## src/rtl/depuncturer.sv

```systemverilog
// Depuncturer: rebuilds rate-1/2 (y1,y2) soft pairs from a punctured 3-bit symbol stream (1/2, 2/3, 3/4).
// Rate 3/4 is compiled in only when DEPUNCT_RATE34_EN is defined; outputs are registered (1-cycle latency), no backpressure.
module depuncturer #(
  parameter logic [2:0] ERASE_VAL = 3'd4,
  parameter int         CNT_W     = 16
) (
  input  logic             clk,
  input  logic             rst,
  input  logic             in_valid,
  input  logic [2:0]       in_sym,
  input  logic             frame_start,
  input  logic [1:0]       rate_sel,
  input  logic             flush,
  output logic [2:0]       y1,
  output logic [2:0]       y2,
  output logic             enable,
  output logic [CNT_W-1:0] frame_pairs,
  output logic             rate_err
);

  localparam logic [1:0] RATE12 = 2'd0;
  localparam logic [1:0] RATE23 = 2'd1;
`ifdef DEPUNCT_RATE34_EN
  localparam logic [1:0] RATE34 = 2'd2;
`endif

  logic [1:0]       rate_q, rate_d;
  logic [1:0]       phase_q, phase_d;
  logic [2:0]       hold_q, hold_d;
  logic             pend_q, pend_d;
  logic             err_q, err_d;
  logic [CNT_W-1:0] cnt_q, cnt_d;
  logic [2:0]       y1_q, y1_d, y2_q, y2_d;
  logic             en_q, en_d;

  logic [1:0] sel_rate;
  logic       sel_ok;
  logic [1:0] cur_rate;
  logic [1:0] cur_phase;
  logic       count;

  function automatic logic [1:0] last_phase(input logic [1:0] r);
    case (r)
      RATE23:  return 2'd2;
`ifdef DEPUNCT_RATE34_EN
      RATE34:  return 2'd3;
`endif
      default: return 2'd1;
    endcase
  endfunction

  always_comb begin
    sel_rate = RATE12;
    sel_ok   = 1'b1;
    case (rate_sel)
      2'b00:   sel_rate = RATE12;
      2'b01:   sel_rate = RATE23;
`ifdef DEPUNCT_RATE34_EN
      2'b10:   sel_rate = RATE34;
`endif
      default: sel_ok = 1'b0;
    endcase
  end

  always_comb begin
    rate_d    = rate_q;
    phase_d   = phase_q;
    hold_d    = hold_q;
    pend_d    = pend_q;
    err_d     = err_q;
    cnt_d     = cnt_q;
    y1_d      = y1_q;
    y2_d      = y2_q;
    en_d      = 1'b0;
    count     = 1'b0;
    cur_rate  = rate_q;
    cur_phase = phase_q;

    // Boundary stage: a frame restart or flush closes out a half-filled pair first.
    if (in_valid && frame_start) begin
      cur_rate  = sel_rate;
      cur_phase = 2'd0;
      rate_d    = sel_rate;
      cnt_d     = '0;
      if (!sel_ok) err_d = 1'b1;
      if (pend_q) begin
        en_d = 1'b1;
        y1_d = hold_q;
        y2_d = ERASE_VAL;
      end
      pend_d  = 1'b0;
      phase_d = 2'd0;
    end else if (flush) begin
      if (pend_q) begin
        en_d    = 1'b1;
        count   = 1'b1;
        y1_d    = hold_q;
        y2_d    = ERASE_VAL;
        pend_d  = 1'b0;
        phase_d = 2'd0;
      end
      if (in_valid) cur_phase = 2'd0;
    end

    if (in_valid) begin
      phase_d = (cur_phase == last_phase(cur_rate)) ? 2'd0 : 2'(cur_phase + 2'd1);
      case (cur_phase)
        2'd0: begin
          hold_d = in_sym;
          pend_d = 1'b1;
        end
        2'd1: begin
          en_d   = 1'b1;
          count  = 1'b1;
          y1_d   = hold_q;
          y2_d   = in_sym;
          pend_d = 1'b0;
        end
        2'd2: begin
          en_d  = 1'b1;
          count = 1'b1;
`ifdef DEPUNCT_RATE34_EN
          if (cur_rate == RATE34) begin
            y1_d = ERASE_VAL;
            y2_d = in_sym;
          end else begin
            y1_d = in_sym;
            y2_d = ERASE_VAL;
          end
`else
          y1_d = in_sym;
          y2_d = ERASE_VAL;
`endif
        end
`ifdef DEPUNCT_RATE34_EN
        2'd3: begin
          en_d  = 1'b1;
          count = 1'b1;
          y1_d  = in_sym;
          y2_d  = ERASE_VAL;
        end
`endif
        default: ;
      endcase
    end

    if (count && (cnt_q != '1)) cnt_d = cnt_q + CNT_W'(1);
  end

  always_ff @(posedge clk or posedge rst) begin
    if (rst) begin
      rate_q  <= RATE12;
      phase_q <= 2'd0;
      hold_q  <= 3'd0;
      pend_q  <= 1'b0;
      err_q   <= 1'b0;
      cnt_q   <= '0;
      y1_q    <= 3'd0;
      y2_q    <= 3'd0;
      en_q    <= 1'b0;
    end else begin
      rate_q  <= rate_d;
      phase_q <= phase_d;
      hold_q  <= hold_d;
      pend_q  <= pend_d;
      err_q   <= err_d;
      cnt_q   <= cnt_d;
      y1_q    <= y1_d;
      y2_q    <= y2_d;
      en_q    <= en_d;
    end
  end

  assign y1          = y1_q;
  assign y2          = y2_q;
  assign enable      = en_q;
  assign frame_pairs = cnt_q;
  assign rate_err    = err_q;

endmodule

```

## config.mk

```make
export PLATFORM = sky130hd
export DESIGN_NAME = depuncturer
export DESIGN_NICKNAME = d
export VERILOG_FILES = /design/src/rtl/depuncturer.sv
export SDC_FILE = /design/constraint.sdc
export NUM_CORES = 1
export LEC_CHECK = 0
export BUFFER_PORTS_ARGS = -buffer_cell sky130_fd_sc_hd__buf_2
export CAP_MARGIN = 20
export CORE_UTILIZATION = 57
export CTS_CLUSTER_SIZE = 25
export DETAILED_ROUTE_END_ITERATION = 10
export PLACE_DENSITY = 0.8
export REMOVE_ABC_BUFFERS = 1
export SETUP_SLACK_MARGIN = 0.15
export SLEW_MARGIN = 20
export SYNTH_ARGS = -nofsm -noshare
export SYNTH_HDL_FRONTEND = slang
export SYNTH_SLANG_ARGS = --single-unit
```

## constraint.sdc

```tcl
create_clock -name clk -period 6.6 [get_ports clk]
set_clock_uncertainty 0.2 [all_clocks]
set_input_delay 1.32 -clock clk [delete_from_list [all_inputs] [get_ports clk]]
set_output_delay 1.32 -clock clk [all_outputs]
set_load 0.005 [all_outputs]
```

Word level (Yosys, flattened, before mapping) --
Cells that the tools add are included.
Cells by class: $add $sub $neg 2, eq/ne operators 6, mux-type cells 37, bitwise logic cells 1, reduce and logical (&&, ||, !) cells 12
Operators with widths (number):
- $mux W16 | 2
- $mux W3 | 8
- $mux W2 | 11
- $add A16 B1 Y16 const B | 1
- $ne A16 B16 Y1 const B | 1
- $mux W1 | 13
- $pmux W3 S2 | 2
- $eq A2 B1 Y1 const B | 3
- $reduce_and A2 Y1 | 3
- $reduce_bool A3 Y1 | 2
- $logic_not A2 Y1 | 2
- $reduce_or A2 Y1 | 2
- $add A2 B1 Y2 const B | 1
- $eq A2 B2 Y1 | 1
- $eq A2 B2 Y1 const B | 1
- $logic_and A1 B1 Y1 | 2
- $pmux W1 S2 | 1
- $reduce_bool A2 Y1 | 1
- $not A1 Y1 | 1
Storage, ports and cells: flip-flop bits (word level) 32, input bits 10, output and inout bits 24, logic and storage cells 67

Depth between registers and ports, before layout --
depth after elaboration 9, gate-level depth with buffers 11

Least setup slack after synthesis --
OpenSTA, ideal clock, no wires.
path kind input port to flip-flop, from input port in_valid, to register cnt_q[4], in the netlist frame_pairs[4], setup time 0.121 ns, arrival 3.024 ns, required time 6.279 ns, slack 3.255 ns, stages on the path 11, buffers on the path 3, cells stage by stage buf_2 -> o21ai_1 -> nand2_1 -> ha_1 -> and2_1 -> buf_2 -> a31oi_4 -> or2_1 -> buf_6 -> nor2_1 -> o22a_1
On the way: longest elaborated chain between the ends 9, elaborated cells between the ends (all ways) 13
Ends and longest elaborated chain:
- start: declaration | line 9 | input logic in_valid,
- $mux W2 | line 102 | if (in_valid) cur_phase = 2'd0;
- $mux W2 | line 93 | end else if (flush) begin
- $mux W2 | line 80 | if (in_valid && frame_start) begin
- $eq A2 B2 Y1 / $eq A2 B1 Y1 (equally long branches) | line 107 | case (cur_phase)
- $reduce_or A2 Y1 (no line)
- $mux W1 | line 107
- $mux W1 | line 105 | if (in_valid) begin
- $logic_and A1 B1 Y1 | line 147 | if (count && (cnt_q != '1)) cnt_d = cnt_q + CNT_W'(1);
- $mux W16 / $reduce_bool A2 Y1 (equally long branches)
- end signal: assignment | line 167 | cnt_q <= cnt_d;
- end: declaration | line 32 | logic [CNT_W-1:0] cnt_q, cnt_d;
Parallel ways exist; a longest one is shown, timed or not. A chain may end at the register's enable or synchronous reset.

Worst setup path in the final report --
from input port flush, to register cnt_q[5], in the netlist frame_pairs[5]
On the way: longest elaborated chain between the ends 8, elaborated cells between the ends (all ways) 12
Ends and longest elaborated chain:
- start: declaration | line 13 | input logic flush,
- $mux W2 | line 93
- $mux W2 | line 80
- $eq A2 B2 Y1 / $eq A2 B1 Y1 (equally long branches) | line 107
- $reduce_or A2 Y1 (no line)
- $mux W1 | line 107
- $mux W1 * | line 105
- $logic_and A1 B1 Y1 * | line 147
- $mux W16 / $reduce_bool A2 Y1 (equally long branches)
Every way passes the cells marked *; elsewhere a longest branch is shown, timed or not.

==> summary.txt <==
STA
  – F_max: 282.2 MHz
  – Final slew viol count: 0
  – Worst Max-Slew Pin Slew: 0.8697 ns
  – Final period util: 53.68%
  – Final setup fails: 0
  – RSZ-0062 raised after global routing: no
  – Hold_ws: 0.2752 ns
  – Min cycle time layout: 3.543 ns
  – Final Hold Vio Count: 0
  – Final TNS setup: 0 ns
  – Slew headroom: 41.81%

Synthesis
  – FF+latch count, synth: 32
  – Area leader, netlist: dfrtp_1
  – Dominant synthesized flop cell: dfrtp_1
  – Largest cells by area after synthesis: dfrtp_1 (47%), o21ai_1 (5.0%), nand2_1 (4.7%)
  – Count leader, synth: dfrtp_1
  – Sequential share of the synthesized area: 47.30%
  – Syn Inst Count: 175
  – Post-Syn Area: 1693 µm²
  – Async SR Flop Fraction: 100.0%
  – Synth top area share: 47.30%
  – Unique cell type count in the Yosys netlist: 37
  – Post-synth EDFFs: 0
  – Commonest cells in the netlist: dfrtp_1 (32), nand2_1 (21), o21ai_1 (17)
  – Post-Syn Area per Cell: 9.674 µm²
  – Synth warn: 0

Clock tree
  – Reg clk slew, reported paths: 0.10 ns
  – Setup Fix Bufs, Post-CTS: 0
  – Htree depth: 2
  – Sink Count: 32
  – CTS Buf Count: 5
  – Root Driver: clkbuf_4
  – CTS Buffer Depth: 2
  – Cts hold-fix bufs: 0
  – Clock Latency Late Sink: 0.33 ns
  – CTS tree: built
  – PostCTS Resize Cnt: 0

Cells and area
  – Antenna diodes: 0
  – Share of layout cells above drive strength 1: 23.11%
  – Layout fillers: 229
  – Area delta synth->final: 13.75%
  – Layout Cells excl Fill: 243
  – Post-route design area: 1926 µm²
  – Final nets: 225

Worst hold path
  – Cells on Worst Hold Path: 1
  – Endpoint, Worst Hold: rate_err
  – Worst Hold Class: flop to flop
  – Hold Crit Start: rate_err

GRT
  – Vias in the first global route: 1,387
  – GR Overflow Total: 0
  – First-pass GRT wire length: 5.947 mm
  – Initial antenna violation count: 0
  – Largest net degree at the start of global routing: 33
  – GRT Util Overall: 24.17%

Placement
  – Routability congestion estimate: 0.8514
  – Post-DP Area: 1867 µm²
  – Placed insts: 235
  – Detailed placer's ending HPWL: 2.541 mm
  – Port-buffer cells: 33

Die
  – Die Area: 3192 µm²
  – Ports: 34
  – Die height: 56.50 µm
  – Core box area: 2781 µm²
  – Chip Width: 56.50 µm
  – Core Rows: 19
  – Initial Util: 60.86%

Detailed routing
  – Total vias in the final route: 1,475
  – WL/cell: 14.65 µm
  – Final ANT Viol Nets: 0
  – Vias per std cell: 6.070
  – Drt total wl: 3.561 mm
  – Initial DRC Count: 70
  – Pre-Repair DR Iteration Count: 4
  – DR DRC count: 0

Critical path
  – Critical R2R Launch: phase_q[0]
  – Critical path type: primary input to flop
  – Worst EP arrival: 3.62 ns
  – CP max FO: 14
  – Critical Path RT: 6.68 ns
  – Setup slack, reg-to-reg: 3.98 ns
  – Worst Setup Start Kind: primary input
  – Setup crit end kind: flop
  – R2r worst-path depth: 7
  – Critical R2R Capture: frame_pairs[5]

Run status
  – Status: completed

Pwr
  – Leakage: 0.9978 nW
  – Pwr Density: 235.3 nW/µm²
  – Max VDD drop: 0.0002064 V
  – Design Power: 453.1 µW

Flow run
  – Max Cap Viol: 0
==> cell usage in the layout, fill, tap and decap left out, types with 2 or more instances in the layout <==
master	instances
nor3_1	10
dfrtp_1	32
clkbuf_4	5
a21o_1	10
xor2_1	3
a32o_1	3
nor2_1	10
and2_1	2
o21ai_0	3
nand4_1	3
mux2_2	3
inv_1	10
nand3_1	8
nand2_1	21
ha_1	4
o21ai_1	17
clkbuf_1	2
nor4_1	3
a222oi_1	3
buf_2	33
a21oi_1	7
and3_1	2
==> flip-flops by register name, summed over array words and instances, names as in the netlist <==
signal,flops
enable,1
y2,3
rate_err,1
frame_pairs,16
rate_q,2
hold_q,3
phase_q,2
y1,3
pend_q,1
==> where the power goes <==
group | internal, mW | switching [mW]
Combinational | 0.0431 | 0.0535
Clock | 0.0525 | 0.0656
Sequential | 0.218 | 0.0202
==> final cells by class <==
class | instances | area, µm² | area share [%]
Multi-Input combinational cell | 128 | 817.0 | 42.43
Inverter | 10 | 37.54 | 1.949
Tap cell | 31 | 38.79 | 2.014
Clock buffer | 8 | 58.81 | 3.054
Sequential cell | 32 | 800.8 | 41.59
Timing Repair Buffer | 34 | 172.7 | 8.967
==> cell families (layout without fill, tap and decap cells) <==
kind of cell             count (synthesis)  count (layout)  share of synthesized area, %
AO/OA/AOI/OAI                           50              50                         20.10
flip-flops                              32              32                         47.30
multiplexers                             4               4                         2.587
XOR/XNOR                                 3               3                         1.552
adder cells (fa/ha/maj)                  4               4                         2.957
AND/OR/NAND/NOR                         67              67                         21.07
buffers and inverters                   15              52                         4.434
==> per-layer routing <==
layer | global-route usage, % | part of all wire, % | vias to the layer above
li1 | - | - | 707
met1 | 32.52 | 46 | 709
met2 | 37.48 | 46 | 51
met3 | 5.530 | 6.3 | 8
met4 | 10.45 | 1.7 | 0
met5 | 0 | 0 | -
==> how the worst max path moves through the flow <==
stage                      from              to  slack, ns
finish                    flush  frame_pairs[5]       3.06
global route              flush  frame_pairs[5]       2.81
CTS                       flush  frame_pairs[5]       3.09
detailed placement        flush  frame_pairs[5]       2.75
global placement          flush  frame_pairs[6]       2.86
floorplan           frame_start  frame_pairs[5]       3.26
==> worst max-delay path, cell delays in order <==
cell and delay [ns]:
buf_2 0.15, o21ai_1 0.20, nand2_1 0.15, ha_1 0.31, and2_1 0.36, a31oi_4 0.11
nor2_1 0.71, a21o_1 0.20, a21o_1 0.11
==> stage by stage <==
stage               util [%]  worst slack, ns
floorplan                  -            3.259
global placement       67.12            2.862
detailed placement     67.12            2.751
CTS                    69.23            3.086
global route           69.23            2.810
finish                 69.23            3.057
No activity file was read; power rests on OpenSTA's default activity.
